$ cat src/rtl/seq_det_pkg.sv
// Shared types and helpers for the programmable serial sequence detector.
// Holds the FSM state encoding, a clog2 helper and the default pattern width.
package seq_det_pkg;

   localparam int MAX_LEN_DEF = 8;

   typedef enum logic [1:0] {
      IDLE = 2'd0,
      FILL = 2'd1,
      RUN  = 2'd2
   } st_t;

   function automatic int clog2(input int v);
      int r;
      r = 0;
      while ((1 << r) < v) r++;
      return r;
   endfunction

endpackage

$ cat src/rtl/seq_detector_param_if.sv
// Serial bit stream, run-time configuration and match outputs
// of the programmable sequence detector.
interface seq_detector_param_if
   import seq_det_pkg::*;
#(
   parameter int MAX_LEN = MAX_LEN_DEF,
   parameter int LEN_W   = clog2(MAX_LEN + 1),
   parameter int CNT_W   = 16
);

   logic               in_valid;
   logic               in;
   logic               cfg_load;
   logic [MAX_LEN-1:0] cfg_pattern;
   logic [LEN_W-1:0]   cfg_len;
   logic               cfg_overlap;
   logic               out;
   logic               armed;
   logic [CNT_W-1:0]   match_cnt;

   modport master (
      output in_valid, in, cfg_load,
      output cfg_pattern, cfg_len, cfg_overlap,
      input  out, armed, match_cnt
   );

   modport slave (
      input  in_valid, in, cfg_load,
      input  cfg_pattern, cfg_len, cfg_overlap,
      output out, armed, match_cnt
   );

endinterface

$ cat src/rtl/seq_det_hist.sv
// History shift register, saturating fill count and length-masked
// compare; hit reflects the history as it will be after this shift.
module seq_det_hist
   import seq_det_pkg::*;
#(
   parameter int MAX_LEN = MAX_LEN_DEF,
   parameter int LEN_W   = clog2(MAX_LEN + 1)
) (
   input  logic               clk,
   input  logic               rst,
   input  logic               clr,
   input  logic               shift,
   input  logic               din,
   input  logic [MAX_LEN-1:0] pat,
   input  logic [LEN_W-1:0]   len,
   output logic               hit,
   output logic               full
);

   logic [MAX_LEN-1:0] hist;
   logic [MAX_LEN-1:0] hist_nx;
   logic [MAX_LEN-1:0] mask;
   logic [LEN_W-1:0]   fill;
   logic [LEN_W-1:0]   fill_nx;

   always_comb begin
      hist_nx = {hist[MAX_LEN-2:0], din};
      fill_nx = fill;
      if (fill != LEN_W'(MAX_LEN))
         fill_nx = fill + LEN_W'(1);
      mask = '0;
      for (int i = 0; i < MAX_LEN; i++)
         mask[i] = (i < int'(len));
      full = (fill_nx >= len);
      hit  = shift && full &&
             (((hist_nx ^ pat) & mask) == '0);
   end

   always_ff @(posedge clk or negedge rst) begin
      if (!rst) begin
         hist <= '0;
         fill <= '0;
      end else if (clr) begin
         hist <= '0;
         fill <= '0;
      end else if (shift) begin
         hist <= hist_nx;
         fill <= fill_nx;
      end
   end

endmodule

$ cat src/rtl/seq_detector_param.sv
// Runtime-programmable serial sequence detector (overlap / non-overlap).
// Define SEQDET_MATCH_COUNT_EN to build the saturating match counter.
module seq_detector_param
   import seq_det_pkg::*;
#(
   parameter int MAX_LEN = MAX_LEN_DEF,
   parameter int CNT_W   = 16
) (
   input  logic                 clk,
   input  logic                 rst,
   seq_detector_param_if.slave  bus
);

   localparam int LEN_W = clog2(MAX_LEN + 1);

   st_t                state;
   logic [MAX_LEN-1:0] pat;
   logic [LEN_W-1:0]   len;
   logic [LEN_W-1:0]   len_c;
   logic               ovl;
   logic               out_q;
   logic               shift;
   logic               clr;
   logic               hit;
   logic               full;

   assign len_c = (bus.cfg_len > LEN_W'(MAX_LEN)) ?
                  LEN_W'(MAX_LEN) : bus.cfg_len;

   // A load wins over a bit arriving in the same cycle.
   assign shift = bus.in_valid && (state != IDLE) && !bus.cfg_load;
   assign clr   = bus.cfg_load || (hit && !ovl);

   seq_det_hist #(
      .MAX_LEN (MAX_LEN),
      .LEN_W   (LEN_W)
   ) u_hist (
      .clk   (clk),
      .rst   (rst),
      .clr   (clr),
      .shift (shift),
      .din   (bus.in),
      .pat   (pat),
      .len   (len),
      .hit   (hit),
      .full  (full)
   );

   always_ff @(posedge clk or negedge rst) begin
      if (!rst) begin
         state <= IDLE;
         pat   <= '0;
         len   <= '0;
         ovl   <= 1'b0;
         out_q <= 1'b0;
      end else if (bus.cfg_load) begin
         pat   <= bus.cfg_pattern;
         len   <= len_c;
         ovl   <= bus.cfg_overlap;
         out_q <= 1'b0;
         state <= (len_c == '0) ? IDLE : FILL;
      end else begin
         out_q <= hit;
         if (shift) begin
            if (hit && !ovl)
               state <= FILL;
            else if (full)
               state <= RUN;
            else
               state <= FILL;
         end
      end
   end

   assign bus.out   = out_q;
   assign bus.armed = (state != IDLE);

`ifdef SEQDET_MATCH_COUNT_EN
   logic [CNT_W-1:0] cnt;

   always_ff @(posedge clk or negedge rst) begin
      if (!rst)
         cnt <= '0;
      else if (bus.cfg_load)
         cnt <= '0;
      else if (hit && !(&cnt))
         cnt <= cnt + CNT_W'(1);
   end

   assign bus.match_cnt = cnt;
`else
   assign bus.match_cnt = CNT_W'(0);
`endif

endmodule

$ cat src/flat_wrapper.sv
// flat-port wrapper written by rule: the top's interface ports become plain ports
module seq_detector_param_flat import seq_det_pkg::*;
#(
   parameter int MAX_LEN = MAX_LEN_DEF,
   parameter int CNT_W   = 16
)
  (clk, rst, bus_in_valid, bus_in, bus_cfg_load, bus_cfg_pattern, bus_cfg_len, bus_cfg_overlap, bus_out, bus_armed, bus_match_cnt);
  seq_detector_param_if #(.MAX_LEN(MAX_LEN), .LEN_W((clog2((8) + 1))), .CNT_W(CNT_W)) bus_i ();
  input  logic clk;
  input  logic rst;
  input wire logic [$bits(bus_i.in_valid)-1:0] bus_in_valid;
  input wire logic [$bits(bus_i.in)-1:0] bus_in;
  input wire logic [$bits(bus_i.cfg_load)-1:0] bus_cfg_load;
  input wire logic [$bits(bus_i.cfg_pattern)-1:0] bus_cfg_pattern;
  input wire logic [$bits(bus_i.cfg_len)-1:0] bus_cfg_len;
  input wire logic [$bits(bus_i.cfg_overlap)-1:0] bus_cfg_overlap;
  output wire logic [$bits(bus_i.out)-1:0] bus_out;
  output wire logic [$bits(bus_i.armed)-1:0] bus_armed;
  output wire logic [$bits(bus_i.match_cnt)-1:0] bus_match_cnt;
  assign bus_i.in_valid = bus_in_valid;
  assign bus_i.in = bus_in;
  assign bus_i.cfg_load = bus_cfg_load;
  assign bus_i.cfg_pattern = bus_cfg_pattern;
  assign bus_i.cfg_len = bus_cfg_len;
  assign bus_i.cfg_overlap = bus_cfg_overlap;
  assign bus_out = bus_i.out;
  assign bus_armed = bus_i.armed;
  assign bus_match_cnt = bus_i.match_cnt;
  seq_detector_param #(.MAX_LEN(MAX_LEN), .CNT_W(CNT_W)) u_core (.clk(clk), .rst(rst), .bus(bus_i));
endmodule
$ cat config.mk
export PLATFORM = sky130hd
export DESIGN_NAME = seq_detector_param_flat
export DESIGN_NICKNAME = d
export VERILOG_FILES = /design/src/rtl/seq_det_pkg.sv /design/src/rtl/seq_detector_param_if.sv /design/src/rtl/seq_det_hist.sv /design/src/rtl/seq_detector_param.sv /design/src/flat_wrapper.sv
export SDC_FILE = /design/constraint.sdc
export NUM_CORES = 1
export LEC_CHECK = 0
export BUFFER_PORTS_ARGS = -buffer_cell sky130_fd_sc_hd__buf_2
export CAP_MARGIN = 20
export CORE_AREA = 2 2 84 46
export CTS_BUF_LIST = sky130_fd_sc_hd__clkbuf_16
export CTS_CLUSTER_SIZE = 28
export DETAILED_ROUTE_END_ITERATION = 6
export DIE_AREA = 0 0 86 48
export GPL_ROUTABILITY_DRIVEN = 0
export PLACE_DENSITY = 0.78
export SYNTH_ARGS = -nofsm -noshare
export SYNTH_HDL_FRONTEND = slang
export SYNTH_HIERARCHICAL = 1
export SYNTH_SLANG_ARGS = --single-unit
$ cat constraint.sdc
create_clock -name clk -period 2.9 [get_ports clk]
set_clock_uncertainty 0.2 [all_clocks]
set_input_delay 0.58 -clock clk [delete_from_list [all_inputs] [get_ports clk]]
set_output_delay 0.58 -clock clk [all_outputs]
set_load 0.03 [all_outputs]
* Yosys cells after proc, flatten, opt, wreduce, memory -nomap -nowiden *
Index checks and enable logic that the tools add are counted.

storage, ports and cells
  word-level logic and storage cells = 46
  output and inout bits = 18
  input bits = 18
  register bits = 27
  latch bits = 0
  bits in writable memories = 0
  bits in read-only memories = 0
  memories = 0

cells by class
  reductions and logical operators = 13
  multiply operators = 0
  order comparisons = 10
  add/subtract/negate cells = 1
  equality and inequality tests = 1
  div/mod/pow operators = 0
  muxes and demuxes = 12
  shifts and indexed selects = 0
  bitwise gates (word level) = 2

operators by type and width
  operator               number
  $lt A3 B4 Y1 const A   4
  $mux W4                4
  $mux W7                2
  $and A8 B8 Y8          1
  $logic_not A8 Y1       1
  $lt A1 B4 Y1 const A   2
  $lt A2 B4 Y1 const A   2
  $mux W2                4
  $xor A8 B8 Y8          1
  $reduce_bool A2 Y1     3
  $logic_and A1 B1 Y1    5
  $add A4 B1 Y4 const B  1
  $ge A4 B4 Y1           1
  $gt A4 B4 Y1 const B   1
  $logic_not A4 Y1       1
  $ne A4 B4 Y1 const B   1
  $logic_not A1 Y1       2
  $mux W1                2
  $logic_or A1 B1 Y1     1

* Longest topological paths before layout *
Gate-level depths: netlist (run 1).

  word-level depth = 9
  gate-level depth with buffers = 15
  depth with buffers taken out = 14

* Cells and area by module *
Netlist (run 1), hierarchy kept.

modules (own cells, without submodules)
  module              cells each  area each (um^2)  instances
  seq_det_hist        82          787.0             1
  seq_detector_param  67          784.5             1

* Worst setup path after synthesis (run 1) *
Ideal clock, no wire load.

  kind = register to register
  from = reg u_core.u_hist.fill[0]
  to = reg u_core.u_hist.fill[0]
  path slack = 0.047 ns
  arrival = 2.580 ns
  clock period less this slack = 2.853 ns
  cell stages (with the launch flop) = 16
  cells stage by stage = dfrtp_1 > inv_1 > ha_1 > nand2_1 > nor2_1 > xnor2_1 > ha_1 > nand2b_1 > a21o_1 > a21o_1 > a21o_1 > and3_1 > nand2b_4 > or2b_1 > clkbuf_1 > nor2_1

between the ends
  longest elaborated chain between the ends = 8

RTL lines
  item                                           line                                    text
  from (decl)                                    seq_det_hist.sv:23                      logic [LEN_W-1:0] fill;
  from (signal assigned)                         seq_det_hist.sv:48                      fill <= fill_nx;
  $add A4 B1 Y4 or $ne A4 B4 Y1 (tied branches)  seq_det_hist.sv:30, seq_det_hist.sv:29
  $mux W4 *                                      seq_det_hist.sv:29                      if (fill != LEN_W'(MAX_LEN))
  $ge A4 B4 Y1 *                                 seq_det_hist.sv:34                      full = (fill_nx >= len);
  via u_core.full                                seq_detector_param.sv:25                logic full;
  $logic_and A1 B1 Y1 * (2 in a row)             seq_det_hist.sv:35                      hit = shift && full &&
  via u_core.hit                                 seq_detector_param.sv:24                logic hit;
  $logic_and A1 B1 Y1 *                          seq_detector_param.sv:32                assign clr = bus.cfg_load || (hit && !ovl);
  $logic_or A1 B1 Y1 *                           seq_detector_param.sv:32
  via u_core.clr                                 seq_detector_param.sv:23                logic clr;
  $mux W4 or $reduce_bool A2 Y1 (tied branches)  n/a

Mark *: on every way through the listed nets, which the timed path passes. The rest lies on a longest branch. The select of a mux whose other input is x is not followed.
A chain may end at the register's enable or synchronous reset.

* Final worst setup path (run 1) *
Ends and elaborated chain as after synthesis.

==> results.md, run 1 <==
Run status:
- The run finished with clean final reports.

Synthesis:
- The portion of synthesized cell area occupied by the leading cell type is 42.99%.
- Among all cell types in the netlist, the one instantiated most often is dfrtp_1.
- In this run the cell area of the synthesized design comes to 0.001572 sq mm.
- The number of library cell types mapped by synthesis is 35.
- Summing the areas of all fa, ha and maj instances in the mapped netlist gives 4.777% of the synthesized area.
- The synthesized design contains 0 enable-type register cells.
- Counting instances in the post-synthesis netlist gives the leading cell types as dfrtp_1, buf_4, nor2_1, mux2_2, xnor2_1.
- Summing the areas of all xor and xnor instances in the mapped netlist gives 6.688% of the synthesized area.
- The synthesized netlist devotes 8.599% of its cell area to compound gates.
- The mux contribution to synthesized area is 12.90%.
- Sorting the synthesized cells by area gives the leading types as dfrtp_1, buf_4, mux2_2.
- The synthesis warning total is 6.
- The post-synthesis async set-or-reset flop share is 100.0%.
- The synthesized netlist devotes 12.18% of its cell area to simple gates.
- The count of mapped cells out of synthesis is 149.
- The most used flip-flop cell after synthesis is dfrtp_1.
- The share of the Yosys chip area taken by registers is 42.99%.
- After synthesis the netlist holds a flip-flop and latch count of 27.
- The dominant combinational cell family by area after synthesis is multiplexers.
- The top cell type by total area after synthesis is dfrtp_1.
- The synthesized area divided by synthesized cell count is 10.55 sq um.

Global routing:
- The overall routing resource usage is 16.51%.
- The number of antenna violations at the first check in global routing came to 0.
- The first global-routing pass estimated 4885 microns of wire.
- The total overflow left after global routing is 0.
- The via count of the first global-routing pass is 979.
- The maximum number of pins on one net before global-route repair is 28.

Clocking:
- The source-to-sink clock delay at the later pin of the worst-skew pair is 0.26 ns.
- The number of buffers added to fix hold violations after cts is 0.
- No sink is reached through more buffers than the 2 on the longest clock path.
- The TritonCTS clock tree is built.
- The CTS root buffer is clkbuf_16.
- After clock tree synthesis, the clock-pin slew on the worst setup and hold paths is 0.06 ns.
- Buffers inserted during clock tree synthesis total 3.
- In this run the number of H-tree levels came out at 1.
- For this design, the sink count on the clock tree is 27.

Detailed routing:
- Using the TritonRoute via totals, the vias-per-cell ratio works out to 4.949.
- The final routed DRC violation total is 0.
- For this block, the routed nets add up to 3128 microns of wire.
- The routed wire length per instance is 14.48 microns.
- The number of routed nets with antenna violations is 0.
- The final route contains 1069 vias.
- In this run, the number of DRC markers left after iteration 0 of detailed routing was 43.
- Before antenna repair, the detailed router went through 4 iterations.

Setup path:
- STA classifies the critical path startpoint as a flip-flop.
- In this run the critical register-to-register path is launched from u_core/u_hist/fill[0]$_DFFE_PN0P_.
- On the worst path, the slowest cell contributes a delay of 0.39 ns.
- Data on the critical path arrives at its endpoint at 2.77 ns.
- The class of the most critical setup path is reg -> reg.
- The setup check on the worst reg-to-reg path leaves a slack of 0.12 ns.
- The slowest cell on the critical path is dfrtp_1.
- For the worst flop-to-flop path, the logic depth is 14.
- Of all nets on the critical path, the largest fanout is 6.
- The data required time of the worst path is 2.89 ns.
- Traced cell by cell, the critical path runs through inv_2 -> ha_2 -> nand2_2 -> nor2_2 -> xnor2_1 -> ha_1 -> nand2b_1 -> a21o_1 -> a21o_1 -> a21o_1 -> and3_4 -> nand2b_4 -> or2b_4 -> nor2_4.
- By instance count, the cell type seen most on the critical path is a21o_1.
- The endpoint of the worst register-to-register path is u_core/u_hist/fill[0]$_DFFE_PN0P_.
- The worst setup path is captured at a flip-flop.

Die:
- The region available for standard cell placement spans 0.003322 sq mm.
- The die covers 0.004128 sq mm.
- The floorplan has 15 rows.
- The effective utilization at floorplan is 47.31%.
- The die height is 48 microns.
- The I/O pin count is 36.
- The width of the die is 86 microns.

Timing:
- At the pin with the least slew margin, the transition time is 0.5998 ns.
- The final setup violation count is 0.
- In the finished design, the share of the clock period the worst path needs comes to 95.70%.
- The number of failing hold endpoints at the final stage is 0.
- On the final layout, the worst hold slack is 0.1272 ns.
- The worst path needs 2.775 ns of the cycle, external delays included.
- The number of pins exceeding their max-slew limit in the final report is 0.
- The timing-limited maximum frequency is 0.3603 GHz.
- The worst slew margin relative to its limit is 60.01%.

Place:
- The count of buffers added on input and output ports is 19.
- The half-perimeter wire length after placement is 2253 microns.
- The instance area after placement is 0.001668 sq mm.

Layout:
- The post-route netlist has 32.76% of its cells at a drive strength greater than 1.
- The final-layout fill cell count is 288.
- The area growth from synthesis to layout is 15.21%.
- For this run, the post-layout net count is 199.
- The cell area after layout is 0.001810 sq mm.
- Cells fill 54.50% of the core in the end.
- The repair_antennas step left the layout with diodes totalling 0.

Power and ir drop:
- In this run the power density over the cells is 499.4 mW/mm^2.
- The leakage power figure is 0.8294 nW.
- The total power is 0.9042 mW.
- The peak supply drop is 0.0001985 V.

Worst hold path:
- The worst min-delay path category is in -> async.

Flow run:
- Across the run, the number of max-cap violations was 0.
[worst max path at each step]
| stage | cells past startpoint | start | endpoint |
|---|---|---|---|
| 2_1_floorplan | 15 | u_core/u_hist/fill[0]$_DFFE_PN0P_ | u_core/u_hist/fill[0]$_DFFE_PN0P_ |
| 3_3_place_gp | 14 | u_core/u_hist/fill[0]$_DFFE_PN0P_ | u_core/u_hist/fill[0]$_DFFE_PN0P_ |
| 3_5_place_dp | 14 | u_core/u_hist/fill[0]$_DFFE_PN0P_ | u_core/u_hist/fill[0]$_DFFE_PN0P_ |
| 4_1_cts | 14 | u_core/u_hist/fill[0]$_DFFE_PN0P_ | u_core/u_hist/hist[6]$_DFFE_PN0P_ |
| 5_1_grt | 14 | u_core/u_hist/fill[0]$_DFFE_PN0P_ | u_core/u_hist/fill[0]$_DFFE_PN0P_ |
| 6_report | 14 | u_core/u_hist/fill[0]$_DFFE_PN0P_ | u_core/u_hist/fill[0]$_DFFE_PN0P_ |
[sequential cells by signal, indices dropped and copies added, names as in the netlist]
signal and flops:
u_core/bus.out 1, u_core/pat 8, u_core/u_hist/hist 7, u_core/len 4, u_core/ovl 1, u_core/state 2, u_core/u_hist/fill 4
[metrics by stage]
step | cells | setup slack, ns | setup TNS [ns]
2_1_floorplan | 164 | 0.04708 | 0
3_3_place_gp | 210 | 0.07447 | 0
3_5_place_dp | 210 | -0.004033 | -0.004033
4_1_cts | 214 | 0.06237 | 0
5_1_grt | 216 | -0.01754 | -0.02740
6_report | 216 | 0.1246 | 0
[cell type report]
cell class,instances,area [sq um],area share [%]
clock inverter,1,5.005,0.2764
timing repair buffer,26,147.6,8.155
multi-input combinational,109,824.5,45.54
tap,42,52.55,2.903
inverter,8,30.03,1.659
clock buffer,3,75.07,4.147
sequential,27,675.6,37.32
[metal layers]
| metal | part of all wire, % | vias to the layer above | global-route usage [%] |
|---|---|---|---|
| met4 | 0.38 | 0 | 3.810 |
| met2 | 38 | 30 | 22.48 |
| met3 | 5.8 | 2 | 5.345 |
| met1 | 55 | 508 | 25.11 |
| li1 | - | 529 | - |
| met5 | 0 | - | 0 |
[placed cells by master (no fill, tap or decap), types with 2 or more instances in the layout]
cell and count:
nand2_1 6, a211oi_1 2, inv_1 7, a21oi_1 4, o22ai_1 2, nor2_2 6
or2b_4 2, mux2_2 10, ha_1 5, nor2_4 2, buf_4 7, a31oi_1 2
nand2b_1 2, xor2_1 2, dfrtp_1 27, nor3_1 3, nor2_1 3, buf_2 19
a21o_1 3, o21ai_0 5, xnor2_1 10, clkbuf_16 3, nor2b_1 2, conb_1 16
mux2i_1 9
[kinds of logic after synthesis]
| logic type | Yosys count |
|---|---|
| DFF | 27 |
| muxes | 19 |
| adders and majority gates | 6 |
| and+or+nand+nor | 34 |
| xor gates and xnor gates | 12 |
| AOI/OAI and AO/OA | 21 |
| other | 1 |
| buffers and inverters | 29 |
[critical path, delay by kind of cell, from the launching register on]
kind	cells	cell delay, ns
and+or+nand+nor	7	1.03
AOI/OAI and AO/OA	3	0.51
adders and majority gates	2	0.41
DFF	1	0.39
xor gates and xnor gates	1	0.12
buffers and inverters	1	0.06
[where the power goes]
group | internal [mW] | total [mW] | switching [mW]
registers | 0.399 | 0.425 | 0.0262
clock network | 0.186 | 0.307 | 0.121
logic | 0.0755 | 0.172 | 0.0967
[repair_timing]
action	4_1_cts	5_1_grt
gates cloned	0	1
gates resized for setup	1	15
setup buffers	0	1
endpoints found under the setup margin	6	11
pin swaps	0	7
(Power assumes the default switching activity.)
==> run 2: changes to the inputs <==
--- a/config.mk
+++ b/config.mk
@@ -5,6 +5,7 @@
 export SDC_FILE = /design/constraint.sdc
 export NUM_CORES = 1
 export LEC_CHECK = 0
+export ABC_AREA = 1
 export BUFFER_PORTS_ARGS = -buffer_cell sky130_fd_sc_hd__buf_2
 export CAP_MARGIN = 20
 export CORE_AREA = 2 2 84 46
==> run 2 against run 1 <==
  * Sequential power hardly changed
  * Combinational power increased by 2%
  * Global-route usage up 0.78 points
  * Register-to-register slack gained 0.13 ns
  * Power up 0.87%
  * Utilization decreased by 2.4 points
  * Worst setup slack improved by 0.13 ns
==> results.md, run 2 <==
Power and ir drop:
- The power per unit of standard cell area is 527.4 mW/mm^2 (+5.6%).
- The leakage power figure is 0.9651 nW (+16%).
- The total power is 0.9120 mW (+0.87%).
- The peak supply drop is 0.0001989 V (+0.23%).

Layout:
- Relative to the synthesized area, the layout overhead comes to 10.03%.
- The register with the most flip-flops is u_core/pat.
- The share of post-route cells with drive strength above 1 was 15.00% (-18 points).
- The largest registers in the layout are u_core/pat x8, u_core/u_hist/hist x7.
- The diode insertion count for antenna repair came to 0 (unchanged).
- Leaving out fill and tap cells, the most frequent cell in the layout is nand2_1.
- In the layout the commonest cells are nand2_1, dfrtp_1, inv_1, buf_2, conb_1.
- The flip-flop count of the largest register, all copies and words added is 8 (unchanged).
- The net count of the finished layout came to 245 (+23%).
- The final-layout fill cell count was 333 (+16%).

Detailed routing:
- The final routed DRC violation total was 0 (unchanged).
- The total number of vias came to 1251 (+17%).
- The DRC violation total after the first TritonRoute iteration came to 95 (+120%).
- The routed wire length per instance is 11.78 microns (-19%).
- The number of routed nets with antenna violations was 0 (unchanged).
- The detailed-routing iteration count for the pre-antenna-repair pass is 4 (unchanged).
- The wire length reported by the detailed router was 3086 microns (-1.3%).
- The vias per cell came to 4.775 (-3.5%).

Timing:
- The pin slew with the least headroom to its limit is 0.5984 ns (-0.001407 ns).
- The final setup violation count is 0 (unchanged).
- The worst slew margin relative to its limit is 60.11% (+0.094 points).
- The timing-limited maximum frequency was 0.3779 GHz (+4.9%).
- The number of failing hold endpoints at the final stage was 0 (unchanged).
- The number of pins exceeding their max-slew limit in the final report is 0 (unchanged).
- The final critical delay including setup and external delays is 2.646 ns (-0.1294 ns).
- The share of the clock period used by the worst path after layout was 91.24% (-4.5 points).
- The accumulated negative setup slack is 0 ns (unchanged).
- Setup repair after global routing left no endpoint under its margin.

Setup path:
- The worst setup path is captured at a flip-flop.
- The largest fanout on the critical path came to 11 (+5).
- The class of the most critical setup path is reg -> reg.
- The worst path arrival time is 2.63 ns (-0.14 ns).
- The data required time of the worst path is 2.88 ns (about the same).
- The element type at the critical path start is a flip-flop.
- The critical path goes through inv_1 -> ha_1 -> nand3_1 -> nand2_1 -> inv_1 -> ha_1 -> nand2_1 -> inv_1 -> nand3_1 -> nand3_1 -> nand3_1 -> nor2_1 -> nand2_1 -> nand2_1 -> or2_4 -> o22ai_1.
- The delay of the slowest cell on the worst path is 0.40 ns (about the same).
- The slowest cell on the critical path is dfrtp_1.

Synthesis:
- In the post-synthesis netlist, the biggest area contributors are dfrtp_1, nand2_1, buf_4.
- The number of library cell types mapped by synthesis is 23 (-34%).
- The sequential fraction of the synthesis area is 42.99% (unchanged).
- The flip-flop and latch count after synthesis is 27 (unchanged).
- The synthesized area divided by synthesized cell count came to 7.858 sq um (-25%).
- Among all cell types in the netlist, the one instantiated most often is nand2_1.
- Among all flip-flop cells after synthesis, the most frequent one is dfrtp_1.
- The count of mapped cells out of synthesis is 200 (+34%).
- The number of synthesized flops with an enable pin is 0 (unchanged).
- The synthesis warning total is 6 (unchanged).
- By count the netlist is led by nand2_1, dfrtp_1, inv_1, buf_4, nand3_1.
- The portion of synthesized cell area occupied by the leading cell type was 42.99% (unchanged).
- The post-synthesis instance area is 0.001572 sq mm (unchanged).
- The top cell type by total area after synthesis is dfrtp_1.
- The post-synthesis async set-or-reset flop share came to 100.0% (unchanged).

Die:
- The width of the die is 86 microns (unchanged).
- The die outline area is 0.004128 sq mm (unchanged).
- The effective utilization at floorplan is 47.31% (unchanged).
- The floorplan core area is 0.003322 sq mm (unchanged).
- The die height is 48 microns (unchanged).
- The number of placement rows came to 15 (unchanged).
- The I/O pin count came to 36 (unchanged).

Run status:
- The run finished with clean final reports.

Flow run:
- The max capacitance violation total is 0 (unchanged).

Global routing:
- The overall overflow remaining after global route is 0 (unchanged).
- The maximum number of pins on one net before global-route repair is 28 (unchanged).
- The wire length of the first global-routing pass is 5175 microns (+5.9%).
- The via count of the first global-routing pass is 1098 (+12%).
- The overall routing resource usage came to 17.29% (+0.78 points).
- The number of antenna violations at the first check in global routing is 0 (unchanged).

Clocking:
- The clock transition time at the flip-flop clock pins of the worst setup and hold paths is 0.07 ns (about the same).
- The setup fix buffers added after clock tree synthesis is 0 (unchanged).
- The number of buffers created by CTS is 3 (unchanged).
- The count of H-tree levels built during CTS came to 1 (unchanged).
- The maximum root-to-sink buffer count is 2 (unchanged).
- The CTS root buffer is clkbuf_16.
- The source-to-sink clock delay at the later pin of the worst-skew pair is 0.27 ns (about the same).
- The number of buffers added to fix hold violations after cts is 0 (unchanged).
- The TritonCTS clock tree is built.
- The post-cts repair resize count is 0 (-1).
- The count of clock tree sinks is 27 (unchanged).

Worst hold path:
- The worst min-delay path category is in -> async.

Place:
- The number of buffers added on ports came to 19 (unchanged).
- The half-perimeter wire length after placement is 2270 microns (+0.73%).
run 2: area by class of cell:
cell class	count	area [sq um]	share of cell area [%]
clock inverters	1	5.005	0.2894
well taps	42	52.55	3.039
clock buffers	3	75.07	4.342
flip-flops and latches	27	675.6	39.07
multi-input cells	139	703.2	40.67
inverters	30	115.1	6.657
repair buffers	20	102.6	5.933
run 2: critical path: cells and delay by family (launching register included):
family / cells / cell delay, ns
buffers and inverters: 3 / 0.21
AO/OA/AOI/OAI: 1 / 0.17
flip-flops: 1 / 0.40
adder cells (fa/ha/maj): 2 / 0.42
AND/OR/NAND/NOR: 10 / 1.16
run 2: path summary, 6_finish.rpt:
kind                                                         from                                end  slack (ns)  cells past startpoint
min in group clk                        u_core/pat[0]$_DFFE_PN0P_          u_core/pat[0]$_DFFE_PN0P_        0.30                      2
worst min-delay path                                          rst  u_core/u_hist/hist[1]$_DFFE_PN0P_        0.12                      1
max in group asynchronous                                     rst  u_core/u_hist/fill[0]$_DFFE_PN0P_        1.99                      1
worst max-delay path            u_core/u_hist/fill[0]$_DFFE_PN0P_  u_core/u_hist/fill[2]$_DFFE_PN0P_        0.25                     16
worst min register to register          u_core/pat[0]$_DFFE_PN0P_          u_core/pat[0]$_DFFE_PN0P_        0.30                      2
worst max register to register  u_core/u_hist/fill[0]$_DFFE_PN0P_  u_core/u_hist/fill[2]$_DFFE_PN0P_        0.25                     16
run 2: kinds of logic (layout without fill, tap and decap cells):
logic type | Yosys count | after routing | synth area share (%)
AO/OA/AOI/OAI | 19 | 19 | 7.484
XOR/XNOR | 6 | 6 | 3.344
adder cells (fa/ha/maj) | 6 | 6 | 4.777
buffers and inverters | 49 | 54 | 16.48
flip-flops | 27 | 27 | 42.99
other | 1 | 16 | 0.2386
AND/OR/NAND/NOR | 92 | 92 | 24.68
run 2: routing by layer:
layer / track usage, % / part of all wire, % / vias to the layer above
met4: 6.667 / 1.2 / 0
li1: - / - / 632
met2: 24.34 / 38 / 43
met1: 25.08 / 52 / 571
met3: 5.172 / 8.3 / 5
met5: 0 / 0 / -
run 2: per-stage QoR:
| stage | area (sq um) | setup WS [ns] | hold slack [ns] | cells | util, % |
|---|---|---|---|---|---|
| floorplan | 1628 | 0.5065 | 0.08441 | 215 | - |
| global placement | 1639 | 0.2763 | 0.2824 | 258 | 49.34 |
| detailed placement | 1639 | 0.09312 | 0.2847 | 258 | 49.34 |
| CTS | 1719 | 0.06052 | 0.1362 | 262 | 51.75 |
| global route | 1729 | 0.06062 | 0.1792 | 262 | 52.05 |
| finish | 1729 | 0.2541 | 0.1178 | 262 | 52.05 |
run 2: report_power, final:
part           switching, mW  internal, mW  total (mW)
sequential            0.0214         0.401       0.422
clock                  0.128         0.186       0.314
combinational          0.120        0.0557       0.176
==> run 3: changes to the inputs <==
--- a/config.mk
+++ b/config.mk
@@ -8,13 +8,13 @@
 export ABC_AREA = 1
 export BUFFER_PORTS_ARGS = -buffer_cell sky130_fd_sc_hd__buf_2
 export CAP_MARGIN = 20
-export CORE_AREA = 2 2 84 46
+export CORE_AREA = 2 2 87 47
 export CTS_BUF_LIST = sky130_fd_sc_hd__clkbuf_16
 export CTS_CLUSTER_SIZE = 28
 export DETAILED_ROUTE_END_ITERATION = 6
-export DIE_AREA = 0 0 86 48
+export DIE_AREA = 0 0 89 49
 export GPL_ROUTABILITY_DRIVEN = 0
-export PLACE_DENSITY = 0.78
+export PLACE_DENSITY = 0.75
 export SYNTH_ARGS = -nofsm -noshare
 export SYNTH_HDL_FRONTEND = slang
 export SYNTH_HIERARCHICAL = 1
==> run 3 against run 2 <==
  * Final area grew 0.58%
  * Maximum frequency up 1.3%
  * Worst setup slack improved by 0.035 ns
  * Count of clock-buffer cells in the layout did not move
  * Critical path depth shrank 3
  * Sequential cell count unchanged
  * Combinational power barely moved
  * Largest cell class unchanged
  * Largest power group unchanged
  * Highest routed layer is now met3
==> results.md, run 3 (synthesized netlist as in run 2, its figures left out) <==
Clocking:
- The count of clock tree sinks is 27 (unchanged).
- The source-to-sink clock delay at the later pin of the worst-skew pair is 0.26 ns (about the same).
- The count of H-tree levels built during CTS was 1 (unchanged).
- The number of buffers added to fix hold violations after cts came to 0 (unchanged).
- The post-cts repair resize count is 0 (unchanged).
- The number of buffers created by CTS came to 3 (unchanged).
- The maximum root-to-sink buffer count was 2 (unchanged).
- The setup fix buffers added after clock tree synthesis is 0 (unchanged).
- The TritonCTS clock tree is built.
- The CTS root buffer is clkbuf_16.
- The clock transition time at the flip-flop clock pins of the worst setup and hold paths is 0.07 ns (about the same).

Global routing:
- The via count of the first global-routing pass was 1109 (+1.0%).
- The overall routing resource usage is 16.30% (-0.99 points).
- The number of antenna violations at the first check in global routing came to 0 (unchanged).
- The maximum number of pins on one net before global-route repair is 28 (unchanged).
- The overall overflow remaining after global route was 0 (unchanged).
- The wire length of the first global-routing pass is 5354 microns (+3.5%).

Setup path:
- In this run the worst setup path begins at u_core/u_hist/fill[0]$_DFFE_PN0P_.
- The data required time of the worst path is 2.88 ns (about the same).
- The largest fanout on the critical path is 11 (unchanged).
- The element type at the critical path start is a flip-flop.
- STA classifies the critical path endpoint as a flip-flop.
- The minimum setup slack among reg-to-reg paths is 0.29 ns (+0.04 ns).
- The endpoint of the worst register-to-register path is u_core/u_hist/fill[2]$_DFFE_PN0P_.
- In this run the worst setup path terminates at u_core/u_hist/fill[2]$_DFFE_PN0P_.
- The count of cells along the worst register-to-register path is 13 (-3).
- The worst path arrival time is 2.59 ns (-0.04 ns).
- The startpoint of the worst register-to-register path is u_core/u_hist/fill[0]$_DFFE_PN0P_.
- The critical path is of the reg -> reg type.

Power and ir drop:
- The peak supply drop is 0.0003134 V (+58%).
- The power per unit of standard cell area is 524.3 mW/mm^2 (-0.59%).
- The leakage power figure was 0.9580 nW (-0.73%).
- The total power was 0.9119 mW (about the same).

Timing:
- The final critical delay including setup and external delays was 2.611 ns (-0.03505 ns).
- The number of failing hold endpoints at the final stage is 0 (unchanged).
- The share of the clock period used by the worst path after layout is 90.03% (-1.2 points).
- The post-layout worst setup margin is 0.2891 ns (+0.03505 ns).
- The worst slew margin relative to its limit was 59.28% (-0.83 points).
- The pin slew with the least headroom to its limit was 0.6109 ns (+0.01245 ns).
- The final setup violation count is 0 (unchanged).
- The timing-limited maximum frequency is 0.3830 GHz (+1.3%).
- The number of pins exceeding their max-slew limit in the final report came to 0 (unchanged).

Run status:
- The run finished with clean final reports.

Layout:
- The library cells used most frequently in the layout, excluding fill and tap cells, are nand2_1, dfrtp_1, inv_1, buf_2, conb_1.
- The net count of the finished layout is 245 (unchanged).
- The final-layout fill cell count is 397 (+19%).
- Compared with the post-synthesis result, the final layout area differs by 10.67%.
- The diode insertion count for antenna repair came to 0 (unchanged).
- The flip-flop count of the largest register, all copies and words added came to 8 (unchanged).
- The largest registers in the layout are u_core/pat x8, u_core/u_hist/hist x7.
- The register with the most flip-flops is u_core/pat.
- Leaving out fill and tap cells, the most frequent cell in the layout is nand2_1.
- The share of post-route cells with drive strength above 1 is 15.00% (unchanged).

Die:
- The effective utilization at floorplan is 42.66% (-4.6 points).
- The I/O pin count came to 36 (unchanged).
- The floorplan core area is 0.003684 sq mm (+11%).
- The number of placement rows is 16 (+1).
- The die outline area is 0.004361 sq mm (+5.6%).
- The width of the die is 89 microns (+3.5%).
- The die height came to 49 microns (+2.1%).

Detailed routing:
- The vias per cell is 4.489 (-6.0%).
- The total number of vias is 1230 (-1.7%).
- The DRC violation total after the first TritonRoute iteration is 112 (+18%).
- The routed wire length per instance is 11.67 microns (-0.91%).
- The final routed DRC violation total is 0 (unchanged).
- The wire length reported by the detailed router is 3198 microns (+3.6%).
- The number of routed nets with antenna violations is 0 (unchanged).
- The detailed-routing iteration count for the pre-antenna-repair pass came to 4 (unchanged).

Worst hold path:
- The worst min-delay path category is in -> async.

Place:
- The placement-stage worst setup slack is 0.2245 ns (+0.1314 ns).
- The half-perimeter wire length after placement is 2411 microns (+6.2%).
- The number of buffers added on ports is 19 (unchanged).

Flow run:
- The max capacitance violation total is 0 (unchanged).
==> run 3: cell counts in the layout (fill, tap and decap cells not counted) <==
No cell type changed its count.
==> run 3: stage by stage <==
| step | util, % | hold WS, ns | TNS, ns | std cells | cell area (sq um) |
|---|---|---|---|---|---|
| after detailed placement | 44.90 | 0.2888 | 0 | 270 | 1654 |
| after CTS | 47.08 | 0.1403 | 0 | 274 | 1734 |
| final | 47.21 | 0.1185 | 0 | 274 | 1739 |
| after floorplan | - | 0.08441 | 0 | 215 | 1628 |
| after global routing | 47.21 | 0.1639 | -0.001925 | 274 | 1739 |
| after global placement | 44.90 | 0.2813 | 0 | 270 | 1654 |
==> run 3: report_power, final <==
part	internal, mW	switching, mW
clock	0.186	0.128
combinational	0.0558	0.120
sequential	0.400	0.0212
total	0.642	0.270
==> run 3: routing by layer <==
metal / track usage [%] / part of all wire [%] / vias to the layer above
met5: 0 / 0 / -
met4: 1.741 / 0 / 0
met3: 6.430 / 9.1 / 0
met2: 19.78 / 38 / 48
met1: 27.17 / 53 / 552
li1: - / - / 630
==> run 3: critical path, cell delays in order (launching register included) <==
cell	delay, ns
dfrtp_1	0.40
inv_1	0.11
ha_1	0.15
nand3_1	0.10
xor2_1	0.24
ha_1	0.28
nand3_1	0.08
nand3_1	0.13
nand3_1	0.10
nor2_1	0.06
nand2_1	0.09
nand2_1	0.09
or2_4	0.32
o22ai_1	0.19
==> run 3: layout make-up <==
| type | count | area, sq um | share of cell area, % |
|---|---|---|---|
| Clock buffer | 3 | 75.07 | 4.317 |
| Clock inverter | 1 | 5.005 | 0.2878 |
| Inverter | 30 | 115.1 | 6.619 |
| Multi-Input combinational cell | 139 | 698.2 | 40.14 |
| Sequential cell | 27 | 675.6 | 38.85 |
| Tap cell | 54 | 67.56 | 3.885 |
| Timing Repair Buffer | 20 | 102.6 | 5.899 |
==> run 3: worst min path at each step <==
stage / to / from / depth (start not counted)
finish: u_core/pat[5]$_DFFE_PN0P_ / rst / 1
global route: u_core/u_hist/fill[2]$_DFFE_PN0P_ / rst / 1
CTS: u_core/pat[5]$_DFFE_PN0P_ / rst / 1
detailed placement: u_core/pat[7]$_DFFE_PN0P_ / u_core/pat[7]$_DFFE_PN0P_ / 2
global placement: u_core/pat[3]$_DFFE_PN0P_ / u_core/pat[3]$_DFFE_PN0P_ / 2
floorplan: u_core/bus.out$_DFF_PN0_ / rst / 0
